## src/rtl/hello_scroll_pkg.sv

```systemverilog
// ============================================================================
// Module : hello_scroll_pkg
// Brief  : Shared types and character codes for the HELLO scroller.
// Rev    : 1.0  initial release
// ============================================================================
`default_nettype none

package hello_scroll_pkg;

    typedef logic [1:0] char_t;

    typedef enum logic [1:0] {
        IDLE   = 2'd0,
        SCROLL = 2'd1,
        HOLD   = 2'd2
    } state_t;

    localparam char_t CH_H = 2'b00;
    localparam char_t CH_E = 2'b01;
    localparam char_t CH_L = 2'b10;
    localparam char_t CH_O = 2'b11;

endpackage

`default_nettype wire

```

## src/rtl/scroll_tick.sv

```systemverilog
// ============================================================================
// Module : scroll_tick
// Brief  : Scroll-step prescaler; pulses tick at terminal count while enabled.
// Rev    : 1.0  initial release
// ============================================================================
`default_nettype none

module scroll_tick
    import hello_scroll_pkg::*;
#(
    parameter int TICK_DIV = 25_000_000
) (
    input  logic clk,
    input  logic reset,
    input  logic en,
    input  logic clr,
    output logic tick
);

    localparam int            CW   = $clog2(TICK_DIV);
    localparam logic [CW-1:0] TERM = CW'(TICK_DIV - 1);

    logic [CW-1:0] cnt_q;
    logic [CW-1:0] cnt_d;

    // clr wins over en so a fresh start always begins a full period
    always_comb begin
        tick  = en && (cnt_q == TERM);
        cnt_d = cnt_q;
        if (clr) begin
            cnt_d = '0;
        end else if (en) begin
            cnt_d = tick ? '0 : cnt_q + 1'b1;
        end
    end

    always_ff @(posedge clk or posedge reset) begin
        if (reset) begin
            cnt_q <= '0;
        end else begin
            cnt_q <= cnt_d;
        end
    end

endmodule

`default_nettype wire

```

## src/rtl/hello_scroller.sv

```systemverilog
// ============================================================================
// Module : hello_scroller
// Brief  : Loads a short message and scrolls it leftward across 7-seg digits.
// Rev    : 1.0  initial release
// ============================================================================
`default_nettype none

module hello_scroller
    import hello_scroll_pkg::*;
#(
    parameter int NUM_DISP = 5,
    parameter int MSG_LEN  = 8,
    parameter int TICK_DIV = 25_000_000
) (
    input  logic                  clk,
    input  logic                  reset,
    input  logic                  start,
    input  logic                  stop,
    input  logic                  wr_valid,
    input  logic [1:0]            wr_char,
    output logic                  wr_ready,
    output logic [2*NUM_DISP-1:0] disp_char,
    output logic [NUM_DISP-1:0]   disp_blank,
    output logic                  busy,
    output logic                  wrap
);

    localparam int            OW       = $clog2(MSG_LEN);
    localparam int            PW       = $clog2(MSG_LEN + 1);
    localparam logic [PW-1:0] PTR_FULL = PW'(MSG_LEN);
    localparam logic [OW-1:0] OFF_LAST = OW'(MSG_LEN - 1);
    localparam logic [OW:0]   LEN_EXT  = (OW + 1)'(MSG_LEN);

    state_t        state_q,  state_d;
    logic [PW-1:0] wr_ptr_q, wr_ptr_d;
    logic [OW-1:0] offset_q, offset_d;
    logic          wrap_q,   wrap_d;
    char_t         msg_q [MSG_LEN];

    logic tick;
    logic tick_en;
    logic tick_clr;
    logic wr_en;
    logic buf_full;

    assign buf_full = (wr_ptr_q == PTR_FULL);
    assign wr_ready = (state_q == IDLE) && (wr_ptr_q < PTR_FULL);
    assign busy     = (state_q != IDLE);
    assign wrap     = wrap_q;
    assign wr_en    = wr_valid && wr_ready;
    // Prescaler freezes in the cycle stop is seen, so no step races the pause
    assign tick_en  = (state_q == SCROLL) && !stop;

    scroll_tick #(
        .TICK_DIV (TICK_DIV)
    ) u_tick (
        .clk   (clk),
        .reset (reset),
        .en    (tick_en),
        .clr   (tick_clr),
        .tick  (tick)
    );

    always_comb begin
        state_d  = state_q;
        wr_ptr_d = wr_ptr_q;
        offset_d = offset_q;
        wrap_d   = 1'b0;
        tick_clr = 1'b0;
        case (state_q)
            IDLE: begin
                if (wr_en) begin
                    wr_ptr_d = wr_ptr_q + 1'b1;
                end
                if (!stop && start && buf_full) begin
                    state_d  = SCROLL;
                    offset_d = '0;
                    tick_clr = 1'b1;
                end
            end
            SCROLL: begin
                if (stop) begin
                    state_d = HOLD;
                end else if (tick) begin
                    if (offset_q == OFF_LAST) begin
                        offset_d = '0;
                        wrap_d   = 1'b1;
                    end else begin
                        offset_d = offset_q + 1'b1;
                    end
                end
            end
            HOLD: begin
                if (stop) begin
                    state_d  = IDLE;
                    wr_ptr_d = '0;
                end else if (start) begin
                    state_d = SCROLL;
                end
            end
            default: state_d = IDLE;
        endcase
    end

    always_ff @(posedge clk or posedge reset) begin
        if (reset) begin
            state_q  <= IDLE;
            wr_ptr_q <= '0;
            offset_q <= '0;
            wrap_q   <= 1'b0;
        end else begin
            state_q  <= state_d;
            wr_ptr_q <= wr_ptr_d;
            offset_q <= offset_d;
            wrap_q   <= wrap_d;
        end
    end

    // Message storage carries no reset; it is only shown once fully loaded
    always_ff @(posedge clk) begin
        if (wr_en) begin
            msg_q[wr_ptr_q[OW-1:0]] <= wr_char;
        end
    end

    // offset < MSG_LEN and distance < MSG_LEN, so one conditional subtract suffices
    for (genvar i = 0; i < NUM_DISP; i++) begin : g_disp
        localparam logic [OW:0] DIST = (OW + 1)'(NUM_DISP - 1 - i);
        logic [OW:0]   sum;
        logic [OW-1:0] idx;
        assign sum              = {1'b0, offset_q} + DIST;
        assign idx              = (sum >= LEN_EXT) ? OW'(sum - LEN_EXT) : sum[OW-1:0];
        assign disp_char[2*i+:2] = busy ? msg_q[idx] : 2'b00;
        assign disp_blank[i]    = ~busy;
    end

endmodule

`default_nettype wire

```

## config.mk

```make
export PLATFORM = sky130hd
export DESIGN_NAME = hello_scroller
export DESIGN_NICKNAME = d
export VERILOG_FILES = /design/src/rtl/hello_scroll_pkg.sv /design/src/rtl/scroll_tick.sv /design/src/rtl/hello_scroller.sv
export SDC_FILE = /design/constraint.sdc
export NUM_CORES = 1
export LEC_CHECK = 0
export CAP_MARGIN = 5
export CORE_ASPECT_RATIO = 0.7
export CORE_MARGIN = 2
export CORE_UTILIZATION = 35
export DETAILED_ROUTE_END_ITERATION = 8
export HOLD_SLACK_MARGIN = 0.02
export MAX_ROUTING_LAYER = met4
export SYNTH_ARGS = -nofsm -noshare
export SYNTH_HDL_FRONTEND = slang
export SYNTH_HIERARCHICAL = 1
export SYNTH_SLANG_ARGS = --single-unit
```

## constraint.sdc

```tcl
create_clock -name clk -period 3.1 [get_ports clk]
set_input_delay 0.62 -clock clk [delete_from_list [all_inputs] [get_ports clk]]
set_output_delay 0.62 -clock clk [all_outputs]
set_load 0.01 [all_outputs]
```

-- After elaboration in Yosys (flattened, before gate mapping)
Memory sizes are Yosys's and may differ from the RTL's.
Cells that the tools add are included.
- $mul: 0
- bitwise operators: 1
- equal/unequal tests: 12
- add/subtract/negate cells: 12
- reduce and logical (&&, ||, !) cells: 15
- mux-type cells: 34
- $lt $le $gt $ge: 6
- shift operators: 0
- div/mod/pow operators: 0
- operators by type and width (kind ; count):
    $mux W25 ; 3
    $mux W3 ; 9
    $add A25 B1 Y25 const B ; 1
    $eq A25 B25 Y1 const B ; 1
    $mux W2 ; 9
    $ge A4 B4 Y1 const B ; 4
    $sub A3 B1 Y3 const B ; 5
    $ne A2 B2 Y1 const B ; 5
    $add A3 B2 Y4 const B ; 2
    $mux W1 ; 8
    $mux W4 ; 2
    $pmux W4 S2 ; 1
    $reduce_bool A2 Y1 ; 4
    $logic_and A1 B1 Y1 ; 6
    $pmux W2 S3 ; 1
    $pmux W3 S2 ; 1
    $reduce_and A3 Y1 ; 2
    $add A3 B1 Y4 const B ; 1
    $add A3 B3 Y4 const B ; 1
    $add A4 B1 Y4 const B ; 1
    $eq A4 B4 Y1 const B ; 1
    $ge A3 B4 Y1 const B ; 1
    $lt A4 B4 Y1 const B ; 1
    $reduce_and A4 Y1 ; 1
    9 further kinds ; 9
- bits in latches: 0
- word-level logic and storage cells: 86
- register bits: 35
- RAM bits: 16
- memory bits (read-only): 0
- memories: 1
- output and inout bits: 18
- memory list (memory ; depth ; width ; read ports ; clocked after memory_dff ; wr ports ; line ; RTL):
    msg_q ; 8 ; 2 ; 5 ; 0 ; 1 ; hello_scroller.sv:38 ; char_t msg_q [MSG_LEN];

-- Logic depth before layout (Yosys ltp)
Gate-level depths: netlist (run 1).
- depth in word-level cells: 6
- mapped depth: 10
- depth with buffers taken out: 9

-- Cells and area by module
Netlist (run 1), hierarchy kept.
- modules (own cells, without submodules) (module ; instances ; cells each ; area each (um^2)):
    hello_scroller ; 1 ; 146 ; 1732.9
    scroll_tick ; 1 ; 143 ; 1410.1

-- Worst setup path before layout (run 1)
No wires, ideal clock.
- path kind: reg2out
- from: register offset_q[1]
- to: output port disp_char[3]
- arrival time: 1.859 ns
- stages on the path, launching flop included: 7
- buffers on the path: 1
- path slack: 0.621 ns
- cells stage by stage: dfrtp_1 buf_2 clkinv_1 ha_1 xnor2_1 mux4_1 nor2_1
- cells in the longest elaborated chain, start to end: 5
- elaborated cells on any way between the ends: 6
- those cells by class: 2 x add/sub; 1 x order compare; 2 x mux; 1 x memory
- ends and longest elaborated chain (what ; line ; RTL):
    start, declared ; hello_scroller.sv:36 ; logic [OW-1:0] offset_q, offset_d;
    start signal, assigned ; hello_scroller.sv:114 ; offset_q <= offset_d;
    $add A3 B2 Y4 * ; hello_scroller.sv:131 ; assign sum = {1'b0, offset_q} + DIST;
    $ge A4 B4 Y1 or $sub A3 B1 Y3 (tied branches) ; hello_scroller.sv:132 ; assign idx = (sum >= LEN_EXT) ? OW'(sum - LEN_EXT) : sum[OW-1:0];
    $mux W3 * ; hello_scroller.sv:132 ;
    $mem_v2 Z8 W2 * ; -- ;
    $mux W2 * ; hello_scroller.sv:133 ; assign disp_char[2*i+:2] = busy ? msg_q[idx] : 2'b00;
    end, declared ; hello_scroller.sv:22 ; output logic [2*NUM_DISP-1:0] disp_char,
Every way passes the cells marked *; elsewhere a longest branch is shown, timed or not.

-- Worst setup path in the final report (run 1)
- from: register offset_q[1]
- to: output port disp_char[2]
The elaborated chain is that of the path after synthesis.

==> results of run 1 <==
==> state kept, by name, indices dropped and copies added, names as in the netlist <==
register,flops
msg_q,16
offset_q,3
state_q,2
u_tick/cnt_q,25
wr_ptr_q,4
wrap,1
==> cell usage after synthesis (2+ instances only) <==
cell | n | share of area
sky130_fd_sc_hd__nor2_1 | 45 | 0.054
sky130_fd_sc_hd__dfrtp_1 | 35 | 0.28
sky130_fd_sc_hd__nand3_1 | 17 | 0.027
sky130_fd_sc_hd__edfxtp_1 | 16 | 0.15
sky130_fd_sc_hd__xor2_1 | 14 | 0.039
sky130_fd_sc_hd__mux2i_1 | 12 | 0.038
sky130_fd_sc_hd__inv_1 | 11 | 0.013
sky130_fd_sc_hd__nand2_1 | 11 | 0.013
sky130_fd_sc_hd__mux4_1 | 10 | 0.084
sky130_fd_sc_hd__nor3_1 | 9 | 0.014
sky130_fd_sc_hd__a21oi_1 | 7 | 0.011
sky130_fd_sc_hd__buf_4 | 7 | 0.017
sky130_fd_sc_hd__mux2_2 | 7 | 0.025
sky130_fd_sc_hd__xnor2_1 | 7 | 0.020
sky130_fd_sc_hd__and3_1 | 6 | 0.012
sky130_fd_sc_hd__ha_1 | 6 | 0.024
sky130_fd_sc_hd__nand4_1 | 5 | 0.010
sky130_fd_sc_hd__nand2b_1 | 4 | 0.0080
sky130_fd_sc_hd__nor2b_1 | 4 | 0.0080
sky130_fd_sc_hd__a31oi_1 | 3 | 0.0060
sky130_fd_sc_hd__buf_2 | 3 | 0.0048
sky130_fd_sc_hd__buf_6 | 3 | 0.011
sky130_fd_sc_hd__nor3b_1 | 3 | 0.0072
sky130_fd_sc_hd__o21ai_0 | 3 | 0.0048
sky130_fd_sc_hd__o22ai_1 | 3 | 0.0060
sky130_fd_sc_hd__or3_1 | 3 | 0.0060
sky130_fd_sc_hd__or4b_1 | 3 | 0.0096
sky130_fd_sc_hd__and3_2 | 2 | 0.0048
sky130_fd_sc_hd__and4_1 | 2 | 0.0056
sky130_fd_sc_hd__and4_2 | 2 | 0.0064
sky130_fd_sc_hd__clkbuf_2 | 2 | 0.0032
sky130_fd_sc_hd__o32ai_1 | 2 | 0.0056
==> path summary, 6_finish.rpt <==
path	startpoint	to	slack, ns	depth (start not counted)
min in group asynchronous	reset	wr_ptr_q[0]$_DFFE_PP0P_	0.66	2
setup reg to reg	wr_ptr_q[1]$_DFFE_PP0P_	u_tick/cnt_q[13]$_DFFE_PP0P_	0.80	10
max in group asynchronous	reset	u_tick/cnt_q[10]$_DFFE_PP0P_	2.12	3
hold / removal	u_tick/cnt_q[14]$_DFFE_PP0P_	u_tick/cnt_q[14]$_DFFE_PP0P_	0.54	2
setup / recovery	offset_q[1]$_DFFE_PP0P_	disp_char[2]	0.25	6
hold reg to reg	u_tick/cnt_q[14]$_DFFE_PP0P_	u_tick/cnt_q[14]$_DFFE_PP0P_	0.54	2
==> cell type report <==
class	count	area share
Inverter	13	0.0134
Clock inverter	2	0.00206
Tap cell	120	0.0411
Clock buffer	6	0.0353
Multi-Input combinational cell	207	0.440
Sequential cell	51	0.371
Timing Repair Buffer	38	0.0966
==> report_power, final <==
| part | switching (µW) | internal (µW) | leakage (µW) |
|---|---|---|---|
| clock | 226 | 294 | 0.0000659 |
| combinational | 313 | 323 | 0.000880 |
| sequential | 101 | 768 | 0.000624 |
==> layer usage <==
metal	up-vias	global-route usage	routed length, µm
met2	59	0.175	2630
met5	-	-	0
met3	4	0.0219	280
li1	1099	-	-
met1	1079	0.250	3800
met4	0	0.0385	59
==> critical path: stages, from the launching register on <==
cell and delay [ns]:
sky130_fd_sc_hd__dfrtp_1 0.40, sky130_fd_sc_hd__clkinv_1 0.11, sky130_fd_sc_hd__ha_1 0.43, sky130_fd_sc_hd__mux4_1 0.34, sky130_fd_sc_hd__mux2i_1 0.15, sky130_fd_sc_hd__nor2_1 0.05
sky130_fd_sc_hd__clkdlybuf4s50_1 0.47
==> what timing repair did <==
action | CTS | global route
setup endpoints to repair | 3 | 3
endpoints found under the hold margin | 0 | 0
gates cloned | 0 | 0
resized for setup | 2 | 3
setup buffers | 0 | 1
pin swaps | 0 | 1
==> stage by stage <==
step                      hold WS (ns)  instances
after CTS                        0.545        436
after global routing             0.586        437
after global placement           0.520        428
after floorplan                  0.460        289
final                            0.541        437
after detailed placement         0.526        428
==> cells by family (layout without fill, tap and decap cells) <==
family	count (synthesis)	count (layout)
XOR/XNOR	21	21
AND/OR/NAND/NOR	128	128
AO/OA/AOI/OAI	23	23
flip-flops	51	51
multiplexers	29	29
adder cells (fa/ha/maj)	6	6
buffers and inverters	31	59
==> layout by cell type, fill, tap and decap left out, types with 10 or more instances in the layout <==
| master | count |
|---|---|
| sky130_fd_sc_hd__nand2_1 | 11 |
| sky130_fd_sc_hd__xor2_1 | 14 |
| sky130_fd_sc_hd__mux2i_1 | 12 |
| sky130_fd_sc_hd__dfrtp_1 | 35 |
| sky130_fd_sc_hd__mux4_1 | 10 |
| sky130_fd_sc_hd__edfxtp_1 | 16 |
| sky130_fd_sc_hd__nor2_1 | 45 |
| sky130_fd_sc_hd__buf_4 | 14 |
| sky130_fd_sc_hd__nand3_1 | 17 |
| sky130_fd_sc_hd__clkdlybuf4s50_1 | 21 |
| sky130_fd_sc_hd__inv_1 | 11 |
==> results by group, run 1 <==
Outcome
  • Status: complete, no violations

Layout
  • Fraction of layout cells with a size suffix above 1: 0.129
  • Fillcell total: 819
  • Count of antenna diodes in the layout: 0
  • Growth of design area from synthesis to finish: 16.2%
  • Final Instance Area: 0.00365 mm²
  • Area used by multi-input combinational logic: between 0.0015 and 0.002 mm²
  • Nets@finish: between 300 and 400
  • Sequential Area: 0.00136 mm²
  • Final core utilization: 0.426

Clock tree
  • Hold_buf cts: 0
  • Worst-Skew Late Latency: 0.28 ns
  • Clock root buffer master: sky130_fd_sc_hd__clkbuf_16
  • Clock input transition at the sequential cells of the worst setup and hold paths: 0.06 ns
  • CTS H-tree depth: 2
  • Maximum clock path buffer count: 2
  • Number of clock sinks seen by CTS: 51
  • Number of buffers created by CTS: 5
  • Clock tree from TritonCTS: yes

Route
  • Number of nets still failing antenna checks after routing: 0
  • Via/cell ratio: 5.13
  • WL per Instance: 15.5 µm
  • DRC marker count from the first detailed-route iteration: 151
  • Pre-Repair DR Iteration Count: 4
  • Total DRC errors in the routed layout: 0
  • Wire length reported by the detailed router: 6770 µm
  • Total via count after detailed routing: about 2200

Synthesis
  • Combined area of all synthesized cells: 0.00314 mm²
  • Post-synthesis xor/xnor area fraction: 0.0585
  • Syn Inst Count: 289
  • Sequential area share after synthesis: 0.432
  • Mean cell area of the mapped netlist: around 11 µm²
  • Area fraction in compound gates after synthesis: 0.0478
  • Main combinational cell family by area after synthesis: simple AND/OR/NAND/NOR gates
  • Count of flip-flops with a built-in enable after synthesis: 16
  • Share of synthesized flip-flops with an asynchronous set or reset: 0.686
  • Synth Flop Type: sky130_fd_sc_hd__dfrtp_1
  • Cell variety after synth: 54
  • Adder and majority cell fraction of the synthesized area: 0.0239
  • Synthesis warning total: 6
  • Synthesized Nets: between 300 and 400
  • Synth Area in Simple Gates: 0.228
  • Proportion of synthesized area in mux cells: 0.147
  • Number of flip-flops and latches in the synthesized netlist: 51

Worst setup path
  • Critical path type: register to output port
  • Crit path max fanout: 6
  • Kind of end point of the critical path: output port
  • Element type at the critical path start: register
  • Arrival time reported for the critical path endpoint: 2.23 ns
  • Required arrival time at the worst endpoint: between 2 and 2.5 ns

STA
  • Total negative slack: 0 ns
  • Worst slew margin: 0.681
  • Final Slew Violations: 0
  • Setup WS post-layout: between 0.2 and 0.3 ns
  • Shortest clock period the worst path allows after layout: 2.85 ns
  • Period utilization: 0.918
  • Number of hold violations in the final report: 0
  • Final setup violation count: 0
  • Fmax: roughly 350 MHz
  • Setup repair after global routing missed its margin: no
  • Transition at the pin with the smallest max-transition slack: ~0.48 ns
  • Worst-case clock skew: 0.00360 ns

Die
  • Starting utilization of the core area: 0.366
  • Count of boundary I/O pins: 25
  • Placement row count: 28
  • Die width: 117 µm
  • Die extent in y: 83.3 µm
  • Core Area: 0.00858 mm²
  • Die Area: between 0.009 and 0.01 mm²

Global route
  • First-pass GRT wire length: 11000 µm
  • Pin count of the biggest net entering global routing: 26
  • Global-route usage over all layers: 0.148
  • Remaining global-route overflow: 0
  • Vias in the first global route: ~2100
  • Number of antenna violations at the first check in global routing: 0

Power and ir drop
  • Total power per unit cell area: 555 mW/mm²
  • Peak ir drop on the vdd network: 0.249 mV
  • Leak: around 0.0016 µW
  • Pwr Total: 2030 µW

Placed design
  • Last weighted congestion value of the routability-driven placer: 0.860
  • HPWL after DPL: 5090 µm
  • Buffers on Ports: 24
  • Standard cell area after detailed placement: ~0.0035 mm²
  • Worst setup timing slack at the placement stage: 0.256 ns

Worst hold path
  • Hold/Removal Path Class: register to register

Flow run
  • Maximum Capacitance Violations: 0
No activity file was read; power rests on OpenSTA's default activity.
==> inputs of run 2 (changes only) <==
--- a/config.mk
+++ b/config.mk
@@ -11,7 +11,6 @@
 export CORE_UTILIZATION = 35
 export DETAILED_ROUTE_END_ITERATION = 8
 export HOLD_SLACK_MARGIN = 0.02
-export MAX_ROUTING_LAYER = met4
 export SYNTH_ARGS = -nofsm -noshare
 export SYNTH_HDL_FRONTEND = slang
 export SYNTH_HIERARCHICAL = 1
==> results by group, run 2 (synthesis results as in run 1) <==
Power and ir drop
  • Pwr Total: 2020 µW (-0.11%)
  • Share of total power in combinational logic: 0.315 (about the same)
  • Sequential Power Share: 0.429 (about the same)
  • Total power per unit cell area: 554 mW/mm² (-0.11%)
  • Switching share of power: 0.315 (-0.000755)
  • Peak ir drop on the vdd network: 0.249 mV (about the same)
  • Part of the power in the clock network: 0.256 (about the same)
  • Leak: 0.00157 µW (unchanged)
  • Switching power of the nets: 638 µW (-0.35%)
  • Cell internal power dissipation: 1390 µW (about the same)

Die
  • Die width: 117 µm (unchanged)
  • Core Area: 0.00858 mm² (unchanged)
  • Die extent in y: 83.3 µm (unchanged)
  • Placement row count: 28 (unchanged)
  • Count of boundary I/O pins: 25 (unchanged)
  • Die Area: 0.00977 mm² (unchanged)
  • Starting utilization of the core area: 0.366 (unchanged)

Global route
  • Remaining global-route overflow: 0 (unchanged)
  • Number of antenna violations at the first check in global routing: 0 (unchanged)
  • Pin count of the biggest net entering global routing: 26 (unchanged)
  • Global-route usage over all layers: 0.144 (-0.00389)
  • First-pass GRT wire length: 11000 µm (about the same)
  • Vias in the first global route: 2066 (-0.048%)

Layout
  • Fraction of layout cells with a size suffix above 1: 0.129 (unchanged)
  • Final core utilization: 0.426 (unchanged)
  • Largest register by flop count: u_tick/cnt_q
  • Fillcell total: 819 (unchanged)
  • Commonest cells after routing, fill and taps aside: sky130_fd_sc_hd__nor2_1 (45), sky130_fd_sc_hd__dfrtp_1 (35), sky130_fd_sc_hd__clkdlybuf4s50_1 (21), sky130_fd_sc_hd__nand3_1 (17), sky130_fd_sc_hd__edfxtp_1 (16)
  • Growth of design area from synthesis to finish: 16.2% (unchanged)
  • Number of flip-flops under the largest register name: 25 (unchanged)
  • Nets@finish: 329 (unchanged)
  • Count of antenna diodes in the layout: 0 (unchanged)
  • Most common cell after layout, fill and taps aside: sky130_fd_sc_hd__nor2_1

Clock tree
  • Worst-Skew Late Latency: 0.28 ns (about the same)
  • CTS H-tree depth: 2 (unchanged)
  • Clock tree from TritonCTS: yes
  • Maximum clock path buffer count: 2 (unchanged)
  • Hold_buf cts: 0 (unchanged)
  • Clock root buffer master: sky130_fd_sc_hd__clkbuf_16
  • Number of clock sinks seen by CTS: 51 (unchanged)
  • Number of buffers created by CTS: 5 (unchanged)
  • Clock input transition at the sequential cells of the worst setup and hold paths: 0.06 ns (about the same)

Worst setup path
  • Critical path type: register to output port
  • Kind of end point of the critical path: output port
  • Cell family contributing the most delay on the critical path: buffers and inverters
  • Required arrival time at the worst endpoint: 2.48 ns (about the same)
  • List of cells traversed by the critical path: clkinv_1 -> ha_1 -> mux4_1 -> mux2i_1 -> nor2_1 -> clkdlybuf4s50_1
  • Bufs and invs on worst path: 2 (unchanged)
  • Crit path max fanout: 6 (unchanged)
  • Crit path max-delay cell type: sky130_fd_sc_hd__clkdlybuf4s50_1
  • Arrival time reported for the critical path endpoint: 2.23 ns (about the same)
  • Slowest cell delay on critical path: 0.47 ns (about the same)
  • Element type at the critical path start: register

STA
  • Post-route worst hold slack: 0.541 ns (-0.000185 ns)
  • Shortest clock period the worst path allows after layout: 2.85 ns (-0.00145 ns)
  • Number of hold violations in the final report: 0 (unchanged)
  • Worst-case clock skew: 0.00346 ns (-0.000136 ns)
  • Transition at the pin with the smallest max-transition slack: 0.479 ns (+0.000510 ns)
  • Final Slew Violations: 0 (unchanged)
  • Total negative slack: 0 ns (unchanged)
  • Setup repair after global routing missed its margin: no
  • Final setup violation count: 0 (unchanged)
  • Period utilization: 0.918 (about the same)
  • Fmax: 351 MHz (about the same)
  • Worst slew margin: 0.681 (about the same)

Route
  • DRC marker count from the first detailed-route iteration: 150 (-0.66%)
  • Total via count after detailed routing: 2241 (unchanged)
  • Wire length reported by the detailed router: 6740 µm (-0.34%)
  • Total DRC errors in the routed layout: 0 (unchanged)
  • Number of nets still failing antenna checks after routing: 0 (unchanged)
  • WL per Instance: 15.4 µm (-0.34%)
  • Via/cell ratio: 5.13 (unchanged)
  • Pre-Repair DR Iteration Count: 4 (unchanged)

Placed design
  • Buffers on Ports: 24 (unchanged)
  • HPWL after DPL: 5090 µm (unchanged)
  • Last weighted congestion value of the routability-driven placer: 0.847 (-1.5%)

Worst hold path
  • Hold/Removal Path Class: register to register

Flow run
  • Maximum Capacitance Violations: 0 (unchanged)

Outcome
  • Status: complete, no violations
==> run 2: cell counts in the layout (fill, tap and decap cells not counted) <==
No cell type changed its count.
==> run 2: through the flow <==
step                worst slack [ns]  area [µm²]  instances
floorplan                      0.621        3140        289
CTS                           0.0209        3640        436
global route                   0.127        3650        437
detailed placement             0.256        3480        428
global placement               0.291        3480        428
finish                         0.254        3650        437
==> run 2: cell type report <==
| type | count | area [µm²] | area share |
|---|---|---|---|
| well taps | 120 | 150 | 0.0411 |
| inverters | 13 | 48.8 | 0.0134 |
| clock buffers | 6 | 129 | 0.0353 |
| clock inverters | 2 | 7.51 | 0.00206 |
| flip-flops and latches | 51 | 1360 | 0.371 |
| multi-input cells | 207 | 1610 | 0.440 |
| repair buffers | 38 | 353 | 0.0966 |
==> run 2: tightest hold or removal path, stage by stage (launching register included) <==
cell	delay, ns
sky130_fd_sc_hd__dfrtp_1	0.36
sky130_fd_sc_hd__xor2_1	0.07
sky130_fd_sc_hd__nor2_1	0.08
==> run 2: power by group through the flow <==
stage               Combinational (µW)  Clock (µW)  Sequential, µW
floorplan                          482           0             823
global placement                   620           0             877
detailed placement                 628           0             881
CTS                                637         531             867
global route                       699         572             881
finish                             636         518             869
==> run 2: final timing paths <==
| kind | startpoint | to | slack, ns | cells after the start |
|---|---|---|---|---|
| worst max-delay path | offset_q[1]$_DFFE_PP0P_ | disp_char[2] | 0.25 | 6 |
| worst min-delay path | u_tick/cnt_q[14]$_DFFE_PP0P_ | u_tick/cnt_q[14]$_DFFE_PP0P_ | 0.54 | 2 |
| worst max register to register | wr_ptr_q[1]$_DFFE_PP0P_ | u_tick/cnt_q[13]$_DFFE_PP0P_ | 0.81 | 10 |
| worst min register to register | u_tick/cnt_q[14]$_DFFE_PP0P_ | u_tick/cnt_q[14]$_DFFE_PP0P_ | 0.54 | 2 |
| max in group asynchronous | reset | u_tick/cnt_q[10]$_DFFE_PP0P_ | 2.12 | 3 |
| min in group asynchronous | reset | wr_ptr_q[0]$_DFFE_PP0P_ | 0.66 | 2 |
==> run 2: metal layers <==
metal,global-route usage,vias up,share of wire
met3,0.0219,4,0.044
li1,-,1100,-
met2,0.175,61,0.39
met1,0.251,1076,0.56
met5,0,-,0
met4,0.0385,0,0.0071
==> run 2: timing repair <==
item                       CTS  global route
hold endpoints to repair     0             0
pin swaps                    0             1
gates resized for setup      2             3
setup endpoints to repair    3             3
buffers inserted             0             1
==> inputs of run 3 (changes only) <==
--- a/config.mk
+++ b/config.mk
@@ -7,9 +7,9 @@
 export LEC_CHECK = 0
 export CAP_MARGIN = 5
 export CORE_ASPECT_RATIO = 0.7
-export CORE_MARGIN = 2
 export CORE_UTILIZATION = 35
 export DETAILED_ROUTE_END_ITERATION = 8
+export GPL_TIMING_DRIVEN = 1
 export HOLD_SLACK_MARGIN = 0.02
 export SYNTH_ARGS = -nofsm -noshare
 export SYNTH_HDL_FRONTEND = slang
==> results by group, run 3 (synthesis results as in run 1) <==
Outcome
  • Status: complete, no violations

STA
  • Shortest clock period the worst path allows after layout: 2.95 ns (+0.105 ns)
  • Setup repair after global routing missed its margin: no
  • Period utilization: 0.952 (+0.0339)
  • Final setup violation count: 0 (unchanged)
  • Final Slew Violations: 0 (unchanged)
  • Worst slew margin: 0.713 (+0.0320)
  • Setup WS post-layout: 0.149 ns (-0.105 ns)
  • Number of hold violations in the final report: 0 (unchanged)
  • Transition at the pin with the smallest max-transition slack: 0.428 ns (-0.0507 ns)
  • Total negative slack: 0 ns (unchanged)
  • Worst-case clock skew: 0.00528 ns (+0.00182 ns)
  • Fmax: 339 MHz (-3.6%)

Route
  • Number of nets still failing antenna checks after routing: 0 (unchanged)
  • Pre-Repair DR Iteration Count: 4 (unchanged)
  • WL per Instance: 14.9 µm (-3.2%)
  • Total DRC errors in the routed layout: 0 (unchanged)
  • DRC marker count from the first detailed-route iteration: 100 (-33%)
  • Total via count after detailed routing: 2240 (-0.045%)
  • Via/cell ratio: 5.13 (about the same)
  • Wire length reported by the detailed router: 6530 µm (-3.2%)

Worst setup path
  • Critical Path Sink: disp_char[3]
  • Worst reg2reg path endpoint: u_tick/cnt_q[15]$_DFFE_PP0P_
  • Bufs and invs on worst path: 2 (unchanged)
  • Required arrival time at the worst endpoint: 2.48 ns (about the same)
  • Kind of end point of the critical path: output port
  • Element type at the critical path start: register
  • Setup slack, reg-to-reg: 0.84 ns (+0.03 ns)
  • Number of cells on the worst reg-to-reg path: 10 (unchanged)
  • Startpoint of the most critical setup path: offset_q[0]$_DFFE_PP0P_
  • Critical path type: register to output port
  • Number of gates on the worst path with buffers counted: 6 (unchanged)
  • List of cells traversed by the critical path: inv_1 -> ha_1 -> xnor2_2 -> mux4_2 -> nor2_1 -> clkdlybuf4s50_1
  • Cell family contributing the most delay on the critical path: buffers and inverters
  • Worst r2r src: wr_ptr_q[1]$_DFFE_PP0P_
  • Arrival time reported for the critical path endpoint: 2.33 ns (+0.10 ns)
  • Crit path max fanout: 4 (-2)
  • Crit path max-delay cell type: sky130_fd_sc_hd__clkdlybuf4s50_1
  • Slowest cell delay on critical path: 0.54 ns (+0.07 ns)

Layout
  • Count of antenna diodes in the layout: 0 (unchanged)
  • Most common cell after layout, fill and taps aside: sky130_fd_sc_hd__nor2_1
  • Final Instance Area: 0.00368 mm² (+0.72%)
  • Fraction of layout cells with a size suffix above 1: 0.145 (+0.0158)
  • Area used by multi-input combinational logic: 0.00160 mm² (-0.23%)
  • Commonest cells after routing, fill and taps aside: sky130_fd_sc_hd__nor2_1 (45), sky130_fd_sc_hd__dfrtp_1 (35), sky130_fd_sc_hd__clkdlybuf4s50_1 (22), sky130_fd_sc_hd__nand3_1 (17), sky130_fd_sc_hd__edfxtp_1 (16)
  • Fillcell total: 808 (-1.3%)
  • Sequential Area: 0.00136 mm² (unchanged)
  • Growth of design area from synthesis to finish: 17.0%
  • Number of flip-flops under the largest register name: 25 (unchanged)
  • Largest register by flop count: u_tick/cnt_q
  • Nets@finish: 329 (unchanged)

Global route
  • Global-route usage over all layers: 0.154 (+0.00989)
  • First-pass GRT wire length: 11100 µm (+0.75%)
  • Number of antenna violations at the first check in global routing: 0 (unchanged)
  • Remaining global-route overflow: 0 (unchanged)
  • Pin count of the biggest net entering global routing: 26 (unchanged)
  • Vias in the first global route: 2124 (+2.8%)

Die
  • Die width: 115 µm (-1.7%)
  • Placement row count: 28 (unchanged)
  • Starting utilization of the core area: 0.366 (unchanged)
  • Count of boundary I/O pins: 25 (unchanged)
  • Core Area: 0.00858 mm² (unchanged)
  • Die Area: 0.00937 mm² (-4.1%)
  • Die extent in y: 81.3 µm (-2.4%)

Clock tree
  • Hold_buf cts: 0 (unchanged)
  • Number of clock sinks seen by CTS: 51 (unchanged)
  • Maximum clock path buffer count: 2 (unchanged)
  • CTS H-tree depth: 2 (unchanged)
  • Clock root buffer master: sky130_fd_sc_hd__clkbuf_16
  • Clock input transition at the sequential cells of the worst setup and hold paths: 0.07 ns (about the same)
  • Clock tree from TritonCTS: yes
  • Number of buffers created by CTS: 5 (unchanged)
  • Worst-Skew Late Latency: 0.29 ns (about the same)

Power and ir drop
  • Leak: 0.00157 µW (-0.19%)
  • Share of total power in combinational logic: 0.298 (-0.017)
  • Peak ir drop on the vdd network: 0.229 mV (-7.8%)
  • Cell internal power dissipation: 1470 µW (+6.2%)
  • Total power per unit cell area: 576 mW/mm² (+3.9%)
  • Part of the power in the clock network: 0.294 (+0.038)
  • Switching power of the nets: 646 µW (+1.3%)
  • Sequential Power Share: 0.408 (-0.021)
  • Pwr Total: 2120 µW (+4.7%)
  • Switching share of power: 0.305 (-0.0100)

Flow run
  • Maximum Capacitance Violations: 0 (unchanged)

Placed design
  • Buffers on Ports: 24 (unchanged)
  • Last weighted congestion value of the routability-driven placer: 0.875 (+3.3%)
  • HPWL after DPL: 4830 µm (-5.1%)
  • Standard cell area after detailed placement: 0.00347 mm² (-0.22%)
  • Worst setup timing slack at the placement stage: 0.276 ns (+0.0201 ns)

Worst hold path
  • Hold/Removal Path Class: register to register
  • Worst Min Path Start: u_tick/cnt_q[20]$_DFFE_PP0P_
run 3: cell count changes in the layout (fill, tap and decap cells not counted):
cell                              change
sky130_fd_sc_hd__clkinv_4             +1
sky130_fd_sc_hd__clkinv_2             +1
sky130_fd_sc_hd__inv_2                +1
sky130_fd_sc_hd__clkinv_1             -3
sky130_fd_sc_hd__mux4_2               +1
sky130_fd_sc_hd__clkbuf_1             -1
sky130_fd_sc_hd__bufinv_16            +1
sky130_fd_sc_hd__dlymetal6s2s_1       -1
sky130_fd_sc_hd__clkdlybuf4s50_1      +1
sky130_fd_sc_hd__mux4_1               -1
run 3: power groups by stage:
stage | Combinational (µW) | Clock (µW) | Sequential (µW)
4_1_cts | 631 | 641 | 861
5_1_grt | 697 | 661 | 879
3_3_place_gp | 620 | 0 | 876
6_report | 631 | 623 | 863
3_5_place_dp | 622 | 0 | 875
2_1_floorplan | 482 | 0 | 823
run 3: per-layer routing:
metal	vias to the layer above	GRT usage	wire, µm	share of wire
met1	1095	0.245	3700	0.57
li1	1099	-	-	-
met5	-	0	0	0
met2	42	0.210	2530	0.39
met4	0	0.0351	44	0.0067
met3	4	0.0269	246	0.038
run 3: how the worst min path moves through the flow:
stage	depth (start not counted)	end	slack, ns
after CTS	2	u_tick/cnt_q[14]$_DFFE_PP0P_	0.56
after detailed placement	2	u_tick/cnt_q[14]$_DFFE_PP0P_	0.54
final	2	u_tick/cnt_q[20]$_DFFE_PP0P_	0.56
after global placement	2	u_tick/cnt_q[14]$_DFFE_PP0P_	0.52
after global routing	2	u_tick/cnt_q[13]$_DFFE_PP0P_	0.60
after floorplan	1	offset_q[0]$_DFFE_PP0P_	0.46
run 3: layout make-up:
cell class,instances,area share
Clock inverter,3,0.0119
Inverter,13,0.0133
Sequential cell,51,0.369
Clock buffer,5,0.0340
Multi-Input combinational cell,207,0.436
Tap cell,120,0.0408
Timing Repair Buffer,38,0.0952
run 3: timing repair:
item | 4_1_cts | 5_1_grt
setup endpoints to repair | 3 | 3
gates resized for setup | 2 | 4
pin swaps | 0 | 1
buffers inserted | 0 | 2
run 3: worst reg2reg max path: stages (launching register included):
cell,delay [ns]
sky130_fd_sc_hd__dfrtp_1,0.45
sky130_fd_sc_hd__inv_1,0.12
sky130_fd_sc_hd__ha_1,0.14
sky130_fd_sc_hd__and3b_1,0.21
sky130_fd_sc_hd__and3_1,0.26
sky130_fd_sc_hd__o2111ai_1,0.26
sky130_fd_sc_hd__nor3_1,0.20
sky130_fd_sc_hd__buf_4,0.17
sky130_fd_sc_hd__nand3_1,0.10
sky130_fd_sc_hd__xor2_1,0.17
sky130_fd_sc_hd__nor2_1,0.05
run 3: stage by stage:
| stage | cells | utilization | hold WS, ns |
|---|---|---|---|
| after detailed placement | 427 | 0.405 | 0.537 |
| after global placement | 427 | 0.405 | 0.517 |
| final | 437 | 0.429 | 0.559 |
| after floorplan | 289 | - | 0.460 |
| after global routing | 437 | 0.429 | 0.597 |
| after CTS | 435 | 0.427 | 0.561 |
